`config.mk`:
```
export PLATFORM = sky130hd
export DESIGN_NAME = sprite_palette_arbiter
export DESIGN_NICKNAME = d
export VERILOG_FILES = /design/src/rtl/sprite_palette_arbiter.sv
export SDC_FILE = /design/constraint.sdc
export NUM_CORES = 1
export LEC_CHECK = 0
export CORE_UTILIZATION = 29
export DETAILED_ROUTE_END_ITERATION = 7
export PLACE_DENSITY_LB_ADDON = 0.12
export RECOVER_POWER = 25
export SYNTH_ARGS = -nofsm -noshare
export SYNTH_HDL_FRONTEND = slang
export SYNTH_SLANG_ARGS = --single-unit
```
`constraint.sdc`:
```
create_clock -name Clk -period 2 [get_ports Clk]
set_clock_uncertainty 0.15 [all_clocks]
set_input_delay 0.4 -clock Clk [delete_from_list [all_inputs] [get_ports Clk]]
set_output_delay 0.4 -clock Clk [all_outputs]
set_load 0.05 [all_outputs]
```
`src/rtl/sprite_palette_arbiter.sv`:
```
// Round-robin arbiter: four sprite requesters share one palette lookup; optional TRANSPARENT_SKIP_EN drops index-0 results.
// Latency: one cycle from sampled req to grant/out_valid. Backpressure: out_ready=0 holds the result and stalls captures.
module sprite_palette_arbiter (
  input  logic        Clk,
  input  logic        Reset,
  input  logic [3:0]  req,
  input  logic [15:0] idx,
  output logic [3:0]  grant,
  output logic [3:0]  pal_index,
  input  logic [3:0]  pal_red,
  input  logic [3:0]  pal_green,
  input  logic [3:0]  pal_blue,
  output logic        out_valid,
  input  logic        out_ready,
  output logic [1:0]  out_id,
  output logic [3:0]  red,
  output logic [3:0]  green,
  output logic [3:0]  blue
);

  typedef enum logic {IDLE, OUT} state_t;

  state_t      state_q, state_d;
  logic [3:0]  grant_q, grant_d;
  logic [3:0]  pal_index_q, pal_index_d;
  logic [1:0]  out_id_q, out_id_d;
  logic [1:0]  last_q, last_d;

  logic [3:0]  elig;
  logic [1:0]  cand;
  logic [1:0]  winner;
  logic        found;
  logic        capture;
  logic        skip;
  logic [3:0]  win_idx;

  // A requester whose grant is visible this cycle still holds req high; mask it.
  assign elig = req & ~grant_q;

  always_comb begin
    cand   = '0;
    winner = '0;
    found  = 1'b0;
    for (int i = 1; i <= 4; i++) begin
      cand = last_q + 2'(i);
      if (!found && elig[cand]) begin
        winner = cand;
        found  = 1'b1;
      end
    end
  end

  assign win_idx = idx[{winner, 2'b00} +: 4];

`ifdef TRANSPARENT_SKIP_EN
  assign skip = (win_idx == 4'd0);
`else
  assign skip = 1'b0;
`endif

  assign capture = found && ((state_q == IDLE) || out_ready);

  always_comb begin
    state_d     = state_q;
    grant_d     = 4'b0000;
    pal_index_d = pal_index_q;
    out_id_d    = out_id_q;
    last_d      = last_q;
    if (capture) begin
      grant_d     = 4'b0001 << winner;
      pal_index_d = win_idx;
      out_id_d    = winner;
      last_d      = winner;
      state_d     = skip ? IDLE : OUT;
    end else if ((state_q == OUT) && out_ready) begin
      state_d = IDLE;
    end
  end

  always_ff @(posedge Clk) begin
    if (Reset) begin
      state_q     <= IDLE;
      grant_q     <= 4'b0000;
      pal_index_q <= 4'd0;
      out_id_q    <= 2'd0;
      last_q      <= 2'd3;
    end else begin
      state_q     <= state_d;
      grant_q     <= grant_d;
      pal_index_q <= pal_index_d;
      out_id_q    <= out_id_d;
      last_q      <= last_d;
    end
  end

  assign grant     = grant_q;
  assign pal_index = pal_index_q;
  assign out_id    = out_id_q;
  assign out_valid = (state_q == OUT);
  assign red       = out_valid ? pal_red   : 4'd0;
  assign green     = out_valid ? pal_green : 4'd0;
  assign blue      = out_valid ? pal_blue  : 4'd0;

endmodule

```
==> impl_results.md, run 1 <==
- Core area: 0.002455 mm²
- Final worst path period need: 2.029 ns
- DRC viols: 0
- First-pass GRT wire length: approximately 3800 µm
- Synth-to-Final Area Change: 116.4%
- Clock share of power: 0.147
- Setup tns final: -0.02950 ns
- Worst EP required: 2.02 ns
- R2r setup slk: -0.03 ns
- Starting density of the core: 0.3038
- Ranking of synthesized cells by area: dfxtp_1, mux4_2, and2_1
- Max clock buf depth: 2
- Final WS setup: -0.02936 ns
- CTS Root Buffer Type: clkbuf_4
- 1st-iter DRT viols: 30
- Initial antenna violation count: 0
- Mapped Cells: 81
- DRT Pass-1 Iters: 4
- Fraction of registers with async set/reset: 0
- Hold WC Path Type: register to register
- Hold Crit Start: out_id[1]
- Endpoints failing setup: 2
- Post-route antenna net violation count: 0
- Largest net degree at the start of global routing: 15
- Synthesized area per cell: 9.206 µm²
- GRT Util Overall: 0.1860
- WS Path Type: register to register
- Worst Max-Slew Pin Slew: 0.6022 ns
- Critical Path Source: last_q[0]
- Post-Layout Cell Count: between 150 and 200
- WL/cell: 12.43 µm
- Top post-synthesis cells by count: dfxtp_1, and2_1, nor2_1
- Max Clk Rate: 492.8 MHz
- Int Power: 665.9 µW
- Failing checks: negative setup slack
- Cell with the most instances after synthesis: dfxtp_1
- Worst-Skew Late Latency: between 0.2 and 0.3 ns
- Logic pwr share: 0.551
- I/O Pins: 58
- Total grt overflow: 0
- Switch Pwr: roughly 430 µW
- Vias in the first global route: 909
- Pwr Density: 677.9 mW/mm²
- Peak supply drop: ~0.58 mV
- Total CTS buffers: 3
- Synth area leader: dfxtp_1
- Number of synthesized flops with an enable pin: 0
- Synth Register Bits: 13
- Critical R2R Launch: last_q[0]
- RSZ-0062 raised after global routing: yes
- YS warnings: 0
- Max_slew headroom: 0.6003
- Critical path arrival: a little over 2 ns
- Depth of the CTS H-tree: 1
- Leak: 0.6736 nW
- Sw Share: 0.3913
- Status: complete, but fails checks
- Sink Count: 13
- Distinct cells, synth: 28
- Layout cells sized above 1: 0.3333
- Worst-path clk slew: ~0.080 ns
- Final Max Slew Viols: 0
- IO buf count: 57
- Syn Nets: 116
- Crit end category: register
- # rows: 18
- Placed Instances: about 180
- Startpoint Class: register
- Yosys top cell area share: 0.3490
- Die area: 0.002778 mm²
- Top FF cell, synth: dfxtp_1
- DP Wirelength: 1974 µm
- Final Cycle Share: 1.015
- Crit Path Max Fanout: 6
- Final net count: between 150 and 200
- Chip width: about 53 µm
- Sequential share of power: 0.302
- Gpl congestion: 0.7493
- Max cap viols: 0
- Antenna cells: 0
- Wirelength, routed: 2312 µm
- Vias: about 940
- CTS tree: built
- DIE HEIGHT: around 53 µm
- Vias per cell: 5.032
- Mapped Area: around 750 µm²
- Final Hold Fails: 0
- Register area share after synthesis: 0.3490
## path summary, 6_finish.rpt
| kind | to | cells after the start |
|---|---|---|
| max | pal_index[2] | 5 |
| min | out_id[1] | 2 |
| max reg2reg | pal_index[2] | 5 |
| min reg2reg | out_id[1] | 2 |
## through the flow
stage	cell area (µm²)	utilization	hold WS [ns]	setup WS, ns	power [mW]
floorplan	780.7	-	0.3191	-0.04552	0.6781
global placement	1585	0.6458	0.3197	-0.5665	0.9370
detailed placement	1585	0.6458	0.3196	-0.6218	0.9458
CTS	1640	0.6682	0.3448	-0.05795	1.117
global route	1614	0.6575	0.3672	-0.07327	1.156
finish	1614	0.6575	0.3416	-0.02936	1.094
## layer usage
layer	track usage	vias to the layer above	share of wire
met5	0	-	0
met4	0.06140	0	0.0091
met3	0.06667	4	0.10
met2	0.3418	62	0.50
met1	0.1923	425	0.39
li1	-	445	-
## layout by cell type, fill, tap and decap left out, types with 3 or more instances in the layout
cell,Yosys,final
clkdlybuf4s50_1,0,30
buf_4,0,20
and2_1,12,12
buf_12,0,12
nor2_1,9,9
clkbuf_1,2,8
dfxtp_1,13,8
nand2b_1,7,6
dfxtp_4,0,5
mux4_2,4,4
a22o_1,4,4
o21ai_0,3,3
inv_1,3,3
clkbuf_4,0,3
dlygate4sd2_1,0,3
## registers in the layout, indices dropped and copies added, names as in the netlist
name       flops
grant          4
last_q         2
out_id         2
out_valid      1
pal_index      4
## area by class of cell
type,instances,area [µm²]
fill,199,840.8
multi-input combinational,63,506.7
tap,30,37.54
inverter,3,11.26
sequential,13,279.0
clock buffer,4,26.28
timing repair buffer,73,753.2
## power groups by stage
stage          logic [mW]  clock network [mW]  registers (mW)
6_report            0.603               0.161           0.330
5_1_grt             0.641               0.180           0.335
2_1_floorplan       0.242                   0           0.436
4_1_cts             0.625               0.161           0.331
3_5_place_dp        0.612                   0           0.334
3_3_place_gp        0.603                   0           0.334
## what timing repair did
action                                  CTS  global route
setup buffers                             1             0
gates resized for setup                  12             0
pin swaps                                 5             2
gates cloned                              0             0
hold buffers                              0             0
endpoints found under the setup margin    9             4
## kinds of logic (layout without fill, tap and decap cells)
group,Yosys count,after routing,synth area share
flops,13,13,0.3490
mux,4,4,0.1208
simple gates,39,39,0.2987
compound gates,20,20,0.2064
buf+inv,5,80,0.02517
## critical path, stage by stage, from the launching register on
cell and delay (ns):
dfxtp_4 0.35, or3b_4 0.40, o211a_1 0.14, o32a_4 0.23, mux4_2 0.44, a22o_1 0.22
Power figures use the tool's default switching activity.
==> run 2: changes to the inputs <==
Settings changed: CELL_PAD_IN_SITES_DETAIL_PLACEMENT set to 2, CELL_PAD_IN_SITES_GLOBAL_PLACEMENT set to 2, CORE_UTILIZATION 29 to 17.
Clock period 2 ns to 2.2 ns, I/O delays scaled along.
==> impl_results.md, run 2 (synthesized netlist as in run 1, its figures left out) <==
- Most common cell after layout, fill and taps aside: clkdlybuf4s50_1
- Worst EP required: 2.19 ns (+0.17 ns)
- Max_slew headroom: 0.6076 (+0.007373)
- Gpl congestion: 0.8340 (+11%)
- Clock share of power: 0.200 (+0.053)
- Chip width: 68.23 µm (+29%)
- Max cap viols: 0 (unchanged)
- Critical path arrival: 2.09 ns (+0.04 ns)
- Sink Count: 13 (unchanged)
- R2r setup slk: 0.12 ns (+0.15 ns)
- Peak supply drop: 0.3860 mV (-33%)
- Antenna cells: 0 (unchanged)
- Vias per cell: 4.534 (-9.9%)
- Layout cells sized above 1: 0.2857 (-0.04762)
- WL/cell: 14.77 µm (+19%)
- Worst Max-Slew Pin Slew: 0.5911 ns (-0.01111 ns)
- Most frequent cells in the layout: clkdlybuf4s50_1, buf_4, buf_12
- Sequential share of power: 0.279 (-0.023)
- Sw Share: 0.3755 (-0.01587)
- Logic pwr share: 0.521 (-0.030)
- Leak: 0.6674 nW (-0.91%)
- DP Wirelength: 2540 µm (+29%)
- Final net count: 190 (-1.0%)
- Critical R2R Launch: last_q[0]
- Worst slack, placed: -0.4959 ns (+0.1260 ns)
- Final Cycle Share: 0.9553
- Max clock buf depth: 2 (unchanged)
- Depth of the CTS H-tree: 1 (unchanged)
- Starting density of the core: 0.1812 (-0.1226)
- Worst reg2reg path depth: 5 (unchanged)
- 1st-iter DRT viols: 8 (-73%)
- Pwr Density: 655.8 mW/mm² (-3.3%)
- Reg2reg end: pal_index[2]
- Int Power: 681.0 µW (+2.3%)
- DRC viols: 0 (unchanged)
- IO buf count: 57 (unchanged)
- Critical Path Source: req[1]
- Synth-to-Final Area Change: 123.0%
- Critical path's largest stage delay: 0.34 ns (-0.10 ns)
- Initial antenna violation count: 0 (unchanged)
- Wirelength, routed: 3013 µm (+30%)
- Finished Core Util: 0.4041 (-0.2534)
- Post-route antenna net violation count: 0 (unchanged)
- Largest net degree at the start of global routing: 15 (unchanged)
- Core area: 0.004115 mm² (+68%)
- CTS Root Buffer Type: clkbuf_8
- Vias: 925 (-1.2%)
- Status: finished clean
- Power consumption: 1.090 mW (-0.34%)
- Hold EP: pal_index[3]
- Hold buffers post-CTS: 0 (unchanged)
- Crit end category: register
- CP top delay family: buffers and inverters
- Crit Path Max Fanout: 6 (unchanged)
- CP Cell Sequence: dlygate4sd2_1 > nor3b_2 > buf_4 > a222oi_1 > buf_4 > mux4_2 > a22o_1
- Startpoint Class: input pin
- Final WS setup: 0.09832 ns (+0.1277 ns)
- Total grt overflow: 0 (unchanged)
- GRT Util Overall: 0.1394 (-0.04660)
- # rows: 23 (+5)
- CTS tree: built
- Final Hold Fails: 0 (unchanged)
- WS Path Type: input pin to register
- Final Max Slew Viols: 0 (unchanged)
- Slowest cell on the critical path: a222oi_1
- Worst-Skew Late Latency: 0.24 ns (-0.03 ns)
- RSZ-0062 raised after global routing: no
- Max Clk Rate: 475.8 MHz
- Setup tns final: 0 ns (+0.02950 ns)
- Total CTS buffers: 3 (unchanged)
- Hold depth: 1 (-1)
- Buf/Inv on CP: 3 (+3)
- Crit-path most repeated cell: buf_4
- Fillers: 440 (+120%)
- DIE HEIGHT: 68.23 µm (+29%)
- Hold WC Path Type: register to register
- Switch Pwr: 409.4 µW (-4.4%)
- Die area: 0.004655 mm² (+68%)
- Final worst path period need: about 2.1 ns
- Worst-path clk slew: 0.06 ns (-0.02 ns)
- Vias in the first global route: 987 (+8.6%)
- DRT Pass-1 Iters: 5 (+1)
- Endpoints failing setup: 0 (-2)
- First-pass GRT wire length: 4726 µm (+25%)
- I/O Pins: 58 (unchanged)
- Hold Crit Start: pal_index[3]
==> run 2: worst register-to-register path: stages, from the launching register on <==
cell and delay, ns:
dfxtp_2 0.36, or3b_4 0.42, o211a_1 0.15, o32a_4 0.24
mux4_2 0.44, a22o_1 0.22
==> run 2: repair_timing <==
action / 4_1_cts / 5_1_grt
gates resized for setup: 8 / 3
pin swaps: 4 / 0
endpoints found under the setup margin: 4 / 2
setup buffers: 2 / 0
==> run 2: how the worst max path moves through the flow <==
stage | endpoint | slack [ns] | cells past startpoint
6_report | pal_index[2] | 0.1 | 7
4_1_cts | pal_index[2] | 0.06 | 6
5_1_grt | pal_index[2] | 0.04 | 6
3_5_place_dp | pal_index[2] | -0.50 | 6
2_1_floorplan | pal_index[2] | 0.01 | 5
3_3_place_gp | pal_index[2] | -0.46 | 6
==> run 2: final cells by class <==
type                       instances  area [µm²]  area share
clock buffer                       4       45.04     0.02709
inverter                           3       11.26    0.006772
multi-input combinational         63       493.0      0.2965
sequential                        13       265.3      0.1595
tap                               50       62.56     0.03762
timing repair buffer              71       785.8      0.4725
==> run 2: metrics by stage <==
step / hold slack, ns / instances / area (µm²)
global placement: 0.3164 / 198 / 1583
CTS: 0.3304 / 204 / 1662
floorplan: 0.3591 / 81 / 749.5
global route: 0.3557 / 204 / 1663
detailed placement: 0.3215 / 198 / 1583
finish: 0.3274 / 204 / 1663
==> run 2: routing by layer <==
layer | global-route usage | vias to the layer above | routed length, µm
li1 | - | 440 | -
met1 | 0.1596 | 437 | 1199
met2 | 0.2610 | 46 | 1583
met3 | 0.02333 | 2 | 215
met4 | 0.03906 | 0 | 14
met5 | 0 | - | 0
==> run 2: power by group through the flow <==
stage	Clock, mW	Combinational (mW)	Sequential (mW)
after floorplan	0	0.210	0.396
after global placement	0	0.546	0.306
after detailed placement	0	0.558	0.307
after CTS	0.225	0.574	0.304
after global routing	0.241	0.602	0.310
final	0.218	0.568	0.304
==> run 3: changes to the inputs <==
Settings changed: CTS_CLUSTER_SIZE set to 10.
==> results of run 3 <==
No change in the layout: final DEF, timing and power equal those of run 2.
